### config.mk
export PLATFORM = sky130hd
export DESIGN_NAME = multicycle_control
export DESIGN_NICKNAME = d
export VERILOG_FILES = /design/src/rtl/multicycle_control.sv
export SDC_FILE = /design/constraint.sdc
export NUM_CORES = 1
export LEC_CHECK = 0
export BUFFER_PORTS_ARGS = -buffer_cell sky130_fd_sc_hd__buf_2
export CORE_MARGIN = 4
export CORE_UTILIZATION = 27
export CTS_BUF_LIST = sky130_fd_sc_hd__clkbuf_4
export CTS_CLUSTER_DIAMETER = 100
export DETAILED_ROUTE_END_ITERATION = 6
export HOLD_SLACK_MARGIN = 0.03
export RECOVER_POWER = 25
export SETUP_SLACK_MARGIN = 0.4
export SYNTH_ARGS = -nofsm -noshare
export SYNTH_HDL_FRONTEND = slang
export SYNTH_SLANG_ARGS = --single-unit
### constraint.sdc
create_clock -name clk -period 2.2 [get_ports clk]
set_input_delay 0.44 -clock clk [delete_from_list [all_inputs] [get_ports clk]]
set_output_delay 0.44 -clock clk [all_outputs]
set_load 0.05 [all_outputs]
### src/rtl/multicycle_control.sv
// -----------------------------------------------------------------------------
// multicycle_control
//
// Multi-cycle sequencing controller for the MIPS-32 core. A Moore-style FSM
// steps the shared ALU, the unified instruction/data memory and the register
// file through the FETCH, DECODE, EXEC, MEM and WB phases. The opcode is
// captured from the instruction register in DECODE. EXEC, MEM and WB decode
// that captured copy, so the IR may change underneath without effect.
//
// Optional feature: define MC_ILLEGAL_TRAP_EN to trap unlisted opcodes in
// TRAP_STATE until reset. Without it, unlisted opcodes retire as NOPs in
// DECODE, and illegal_op is tied to 0.
//
// Ports:
//   clk          in   rising-edge clock
//   rst_n        in   asynchronous active-low reset (also gates all outputs)
//   op_code[5:0] in   IR[31:26]
//   mem_ready    in   memory completes the current access this cycle
//   PCWrite, PCWriteCond, IorD, IRWrite, MemRead, MemWrite, MemtoReg,
//   RegDst, RegWrite, ALUSrcA
//                out  datapath strobes and mux selects
//   ALUSrcB[1:0] out  00 reg B, 01 const 4, 10 sext imm, 11 sext imm << 2
//   ALUop[2:0]   out  000 add, 001 sub, 010 R-type, 011 and,
//                     100 bne, 101 bgt, 110 bge, 111 ble
//   PCSource[1:0]out  00 ALU result, 01 ALUOut, 10 jump target
//   state[2:0]   out  FETCH 0, DECODE 1, EXEC 2, MEM 3, WB 4 (trap: TRAP_STATE)
//   instr_done   out  pulse in the final cycle of each instruction
//   illegal_op   out  trap flag (feature build only, else 0)
// -----------------------------------------------------------------------------
module multicycle_control #(
  parameter logic [2:0] TRAP_STATE = 3'b111
) (
  input  logic       clk,
  input  logic       rst_n,
  input  logic [5:0] op_code,
  input  logic       mem_ready,
  output logic       PCWrite,
  output logic       PCWriteCond,
  output logic       IorD,
  output logic       IRWrite,
  output logic       MemRead,
  output logic       MemWrite,
  output logic       MemtoReg,
  output logic       RegDst,
  output logic       RegWrite,
  output logic       ALUSrcA,
  output logic [1:0] ALUSrcB,
  output logic [2:0] ALUop,
  output logic [1:0] PCSource,
  output logic [2:0] state,
  output logic       instr_done,
  output logic       illegal_op
);

  typedef enum logic [2:0] {
    S_FETCH  = 3'd0,
    S_DECODE = 3'd1,
    S_EXEC   = 3'd2,
    S_MEM    = 3'd3,
    S_WB     = 3'd4,
    S_TRAP   = TRAP_STATE
  } state_t;

  localparam logic [5:0] OP_R    = 6'b000000;
  localparam logic [5:0] OP_ADDI = 6'b001000;
  localparam logic [5:0] OP_SUBI = 6'b001001;
  localparam logic [5:0] OP_ANDI = 6'b001100;
  localparam logic [5:0] OP_BEQ  = 6'b000100;
  localparam logic [5:0] OP_BNE  = 6'b000101;
  localparam logic [5:0] OP_BGT  = 6'b000110;
  localparam logic [5:0] OP_BGE  = 6'b000111;
  localparam logic [5:0] OP_BLE  = 6'b001011;
  localparam logic [5:0] OP_LW   = 6'b100011;
  localparam logic [5:0] OP_SW   = 6'b101011;
  localparam logic [5:0] OP_J    = 6'b000010;

  // True for every opcode the controller knows how to sequence.
  function automatic logic is_legal(input logic [5:0] op);
    logic legal;
    case (op)
      OP_R, OP_ADDI, OP_SUBI, OP_ANDI,
      OP_BEQ, OP_BNE, OP_BGT, OP_BGE, OP_BLE,
      OP_LW, OP_SW, OP_J: legal = 1'b1;
      default:            legal = 1'b0;
    endcase
    return legal;
  endfunction

  state_t     state_r;
  state_t     next_s;
  logic [5:0] op_r;

  logic       pc_write_s;
  logic       pc_write_cond_s;
  logic       i_or_d_s;
  logic       ir_write_s;
  logic       mem_read_s;
  logic       mem_write_s;
  logic       mem_to_reg_s;
  logic       reg_dst_s;
  logic       reg_write_s;
  logic       alu_src_a_s;
  logic [1:0] alu_src_b_s;
  logic [2:0] alu_op_s;
  logic [1:0] pc_source_s;
  logic       instr_done_s;
  logic       illegal_s;

  // State register and opcode capture (opcode sampled on leaving DECODE).
  always_ff @(posedge clk or negedge rst_n) begin
    if (!rst_n) begin
      state_r <= S_FETCH;
      op_r    <= 6'b000000;
    end else begin
      state_r <= next_s;
      if (state_r == S_DECODE) begin
        op_r <= op_code;
      end else begin
        op_r <= op_r;
      end
    end
  end

  // Next-state and Moore output decode; mem_ready only gates FETCH/MEM.
  always_comb begin
    next_s          = state_r;
    pc_write_s      = 1'b0;
    pc_write_cond_s = 1'b0;
    i_or_d_s        = 1'b0;
    ir_write_s      = 1'b0;
    mem_read_s      = 1'b0;
    mem_write_s     = 1'b0;
    mem_to_reg_s    = 1'b0;
    reg_dst_s       = 1'b0;
    reg_write_s     = 1'b0;
    alu_src_a_s     = 1'b0;
    alu_src_b_s     = 2'b00;
    alu_op_s        = 3'b000;
    pc_source_s     = 2'b00;
    instr_done_s    = 1'b0;
    illegal_s       = 1'b0;

    case (state_r)
      S_FETCH: begin
        // PC + 4 is computed by the ALU while the instruction is read.
        mem_read_s  = 1'b1;
        alu_src_b_s = 2'b01;
        ir_write_s  = mem_ready;
        pc_write_s  = mem_ready;
        if (mem_ready) begin
          next_s = S_DECODE;
        end else begin
          next_s = S_FETCH;
        end
      end

      S_DECODE: begin
        // Branch target precomputed into ALUOut for use in EXEC.
        alu_src_b_s = 2'b11;
        if (op_code == OP_J) begin
          pc_write_s   = 1'b1;
          pc_source_s  = 2'b10;
          instr_done_s = 1'b1;
          next_s       = S_FETCH;
        end else if (is_legal(op_code)) begin
          next_s = S_EXEC;
        end else begin
`ifdef MC_ILLEGAL_TRAP_EN
          next_s = S_TRAP;
`else
          instr_done_s = 1'b1;
          next_s       = S_FETCH;
`endif
        end
      end

      S_EXEC: begin
        alu_src_a_s = 1'b1;
        case (op_r)
          OP_R: begin
            alu_src_b_s = 2'b00;
            alu_op_s    = 3'b010;
            next_s      = S_WB;
          end
          OP_ADDI: begin
            alu_src_b_s = 2'b10;
            alu_op_s    = 3'b000;
            next_s      = S_WB;
          end
          OP_SUBI: begin
            alu_src_b_s = 2'b10;
            alu_op_s    = 3'b001;
            next_s      = S_WB;
          end
          OP_ANDI: begin
            alu_src_b_s = 2'b10;
            alu_op_s    = 3'b011;
            next_s      = S_WB;
          end
          OP_LW, OP_SW: begin
            alu_src_b_s = 2'b10;
            alu_op_s    = 3'b000;
            next_s      = S_MEM;
          end
          OP_BEQ, OP_BNE, OP_BGT, OP_BGE, OP_BLE: begin
            alu_src_b_s     = 2'b00;
            pc_write_cond_s = 1'b1;
            pc_source_s     = 2'b01;
            instr_done_s    = 1'b1;
            next_s          = S_FETCH;
            case (op_r)
              OP_BEQ:  alu_op_s = 3'b001;
              OP_BNE:  alu_op_s = 3'b100;
              OP_BGT:  alu_op_s = 3'b101;
              OP_BGE:  alu_op_s = 3'b110;
              OP_BLE:  alu_op_s = 3'b111;
              default: alu_op_s = 3'b000;
            endcase
          end
          default: begin
            // Not reachable from DECODE; recover quietly.
            alu_src_a_s = 1'b0;
            next_s      = S_FETCH;
          end
        endcase
      end

      S_MEM: begin
        // Strobes depend only on state and op_r, so they stay stable
        // across wait cycles.
        i_or_d_s = 1'b1;
        if (op_r == OP_LW) begin
          mem_read_s = 1'b1;
          if (mem_ready) begin
            next_s = S_WB;
          end else begin
            next_s = S_MEM;
          end
        end else if (op_r == OP_SW) begin
          mem_write_s = 1'b1;
          if (mem_ready) begin
            instr_done_s = 1'b1;
            next_s       = S_FETCH;
          end else begin
            next_s = S_MEM;
          end
        end else begin
          i_or_d_s = 1'b0;
          next_s   = S_FETCH;
        end
      end

      S_WB: begin
        reg_write_s  = 1'b1;
        instr_done_s = 1'b1;
        reg_dst_s    = (op_r == OP_R);
        mem_to_reg_s = (op_r == OP_LW);
        next_s       = S_FETCH;
      end

      S_TRAP: begin
`ifdef MC_ILLEGAL_TRAP_EN
        illegal_s = 1'b1;
        next_s    = S_TRAP;
`else
        next_s = S_FETCH;
`endif
      end

      default: begin
        next_s = S_FETCH;
      end
    endcase
  end

  // Holding rst_n low forces every output to 0 without waiting for a clock.
  assign PCWrite     = rst_n & pc_write_s;
  assign PCWriteCond = rst_n & pc_write_cond_s;
  assign IorD        = rst_n & i_or_d_s;
  assign IRWrite     = rst_n & ir_write_s;
  assign MemRead     = rst_n & mem_read_s;
  assign MemWrite    = rst_n & mem_write_s;
  assign MemtoReg    = rst_n & mem_to_reg_s;
  assign RegDst      = rst_n & reg_dst_s;
  assign RegWrite    = rst_n & reg_write_s;
  assign ALUSrcA     = rst_n & alu_src_a_s;
  assign ALUSrcB     = {2{rst_n}} & alu_src_b_s;
  assign ALUop       = {3{rst_n}} & alu_op_s;
  assign PCSource    = {2{rst_n}} & pc_source_s;
  assign instr_done  = rst_n & instr_done_s;
  assign state       = state_r;

`ifdef MC_ILLEGAL_TRAP_EN
  assign illegal_op = rst_n & illegal_s;
`else
  assign illegal_op = 1'b0;
  // illegal_s is only meaningful in the trap build.
  logic unused_s;
  assign unused_s = illegal_s;
`endif

endmodule

==> flow_summary.toml <==
[setup_path]
crit_fanout = 3
worstSetupStartpointType = "flop"
r2r_slack_ns = 0.55
path_class = "flop to output port"
timing.rr.start = "op_r[2]"
arrival_ns = 1.90
critPathLaunch = "op_r[4]"
cp.required_ns = 1.76
critPathCaptureType = "output port"

[synth]
synthSimpleGateAreaFrac_pct = 39.74
synth_warnings = 0
muxShareOfSynthArea_pct = 8.401
synthesis.area_um2 = 774.5
yosysTopAreaCellShare_pct = 29.08
synthCells = 97
async_reset_ff_share_pct = 100.0
synth_compound_area_share_pct = 16.32
synth_cell_type_count = 36
synth_fp_nets = 106
synth-edff-count = 0
syn_avg_cell_area_um2 = 7.984
ys_ff_latch = 9
synth_area_leaders = "dfrtp_1 (29%), nor2_1 (8.2%), mux2_2 (5.8%), nand2_1 (4.4%), and3_1 (4.0%)"
yosysTopAreaCell = "dfrtp_1"
synth-main-ff-cell = "dfrtp_1"
seq_area_frac_synth_pct = 29.08
synth_top_family_by_area = "simple AND/OR/NAND/NOR gates"
synthAdderAreaFrac_pct = 0
synth_xor_area_share_pct = 0

[detailed_routing]
ant_nets = 0
wl_per_cell_um = 14.98
drtIter0Drc = 24
route.detailed.drc = 0
via_per_inst = 4.885
drt-total-wl_um = 2862
vias = 933
drt-pass1-iter-count = 4

[timing]
rsz0062_at_grt = "true"
max_freq_mhz = 428.0
holdWs_ns = 0.3029
drv_slew = 0
skew_ns = 0.003044
fin_crit_sh_pct = 106.2
final_hold_viol_count = 0
fin_ws_ns = -0.1365
period_needed_ns = 2.337
setup_viol = 8

[floorplan]
core-area_um2 = 2758
die_x_um = 61.56
core.rowCount = 19
fp.dieH_um = 61.56
start_util_pct = 28.09
die_area_um2 = 3790
ioPinCount = 31

[cts]
clkLatencyLatePin_ns = 0.25
h-tree-depth = 1
numCtsBuffers = 3
clk_path_buf_depth = 2
root_buffer = "clkbuf_4"
cts_sinks = 9
cts_tree = "built"
clkTransAtPathRegs_ns = 0.07

[global_routing]
grt_max_degree = 12
antenna_found_initial = 0
grt_usage_pct = 15.74
grt_pass1_wl_um = 4478
grt_overflow_total = 0
grt_pass1_vias = 961

[place]
io_buffers = 29
gp_congestion = 0.8951
dp_hpwl_um = 1930
place_ws_ns = 0.04435

[flow_run]
cap_violations = 0

[final_layout]
layout.nets = 170
utilization_pct = 58.17
antenna_cells = 0
areaGrowthSynthToFinish_pct = 107.1
fillers = 236
final_cell_mix = "buf_4 (25), buf_6 (16), buf_8 (12)"
regArea_um2 = 232.7
multi_input_area_um2 = 685.7
drive_gt1_share_pct = 66.88
mostFrequentLayoutCell = "buf_4"

[pwr]
power.density_nw_per_um2 = 474.3
p_leak_nw = 0.6990
peakVddDrop_mv = 0.4316

[status]
violations = "negative setup slack"
status = "complete, but fails checks"

[hold_path]
min-delay-path-class = "input port to asynchronous set/reset pin"
## cells in the mapped netlist, types with 2 or more instances
master and instances:
dfrtp_1 9, nand2_1 9, and2_1 2, clkbuf_1 2
nor3_2 2, mux2i_1 2, o21ai_0 3, and3_1 5
o211ai_1 2, nor4b_1 3, nor2b_1 3, mux2_2 4
a31oi_1 2, inv_1 4, a21oi_1 6, nor2_1 17
a211oi_1 2, or2_2 2
## final cells by class
type / instances / share of cell area [%]
multi-input combinational: 79 / 42.75
clock buffer: 4 / 1.872
inverter: 4 / 0.9360
timing repair buffer: 64 / 37.52
sequential: 9 / 14.51
tap: 31 / 2.418
## worst max-delay path, cell delays in order (launching register included)
cell	delay [ns]
dfrtp_1	0.38
or4b_4	0.56
o31a_1	0.35
o211ai_4	0.17
buf_6	0.18
## final timing paths
kind                         endpoint  cells after the start
setup reg to reg             state[0]                      6
setup / recovery           instr_done                      4
hold / removal               state[1]                      2
hold reg to reg              state[1]                      2
max in group asynchronous     op_r[0]                      2
min in group clk              op_r[0]                      3
## state kept, by name, indices dropped and copies added (netlist names)
register  cells
op_r          6
state         3
## layer usage
metal | global-route usage [%] | wire (µm) | vias up
met5 | 0 | 0 | -
met4 | 2.121 | 9 | 0
met3 | 1.468 | 123 | 2
met2 | 28.70 | 1506 | 25
met1 | 20.45 | 1222 | 433
li1 | - | - | 473
## cell families (layout without fill, tap and decap cells)
| family | Yosys count | after routing |
|---|---|---|
| AOI/OAI and AO/OA | 19 | 19 |
| buffers and inverters | 9 | 72 |
| DFF | 9 | 9 |
| muxes | 6 | 6 |
| other | 1 | 1 |
| and+or+nand+nor | 53 | 53 |
## through the flow
step | area (µm²) | power [W] | cells | TNS (ns)
after global placement | 1167 | 0.0005244 | 167 | 0
final | 1604 | 0.0007607 | 191 | -0.4190
after CTS | 1489 | 0.0007312 | 185 | -0.3674
after global routing | 1604 | 0.0008067 | 191 | -0.8791
after floorplan | 910.9 | 0.0004279 | 97 | -0.2807
after detailed placement | 1167 | 0.0005284 | 167 | 0
## what timing repair did
item,CTS,global route
setup endpoints to repair,18,18
resized for setup,54,19
buffers inserted,14,6
hold buffers,0,0
pin swaps,8,7
## report_power, final
group	leakage (nW)	internal, W	total [W]	switching (W)
Combinational	0.577	0.000183	0.000398	0.000215
Sequential	0.104	0.000191	0.000221	0.0000292
Clock	0.0184	0.0000822	0.000142	0.0000601
(Power assumes the default switching activity.)
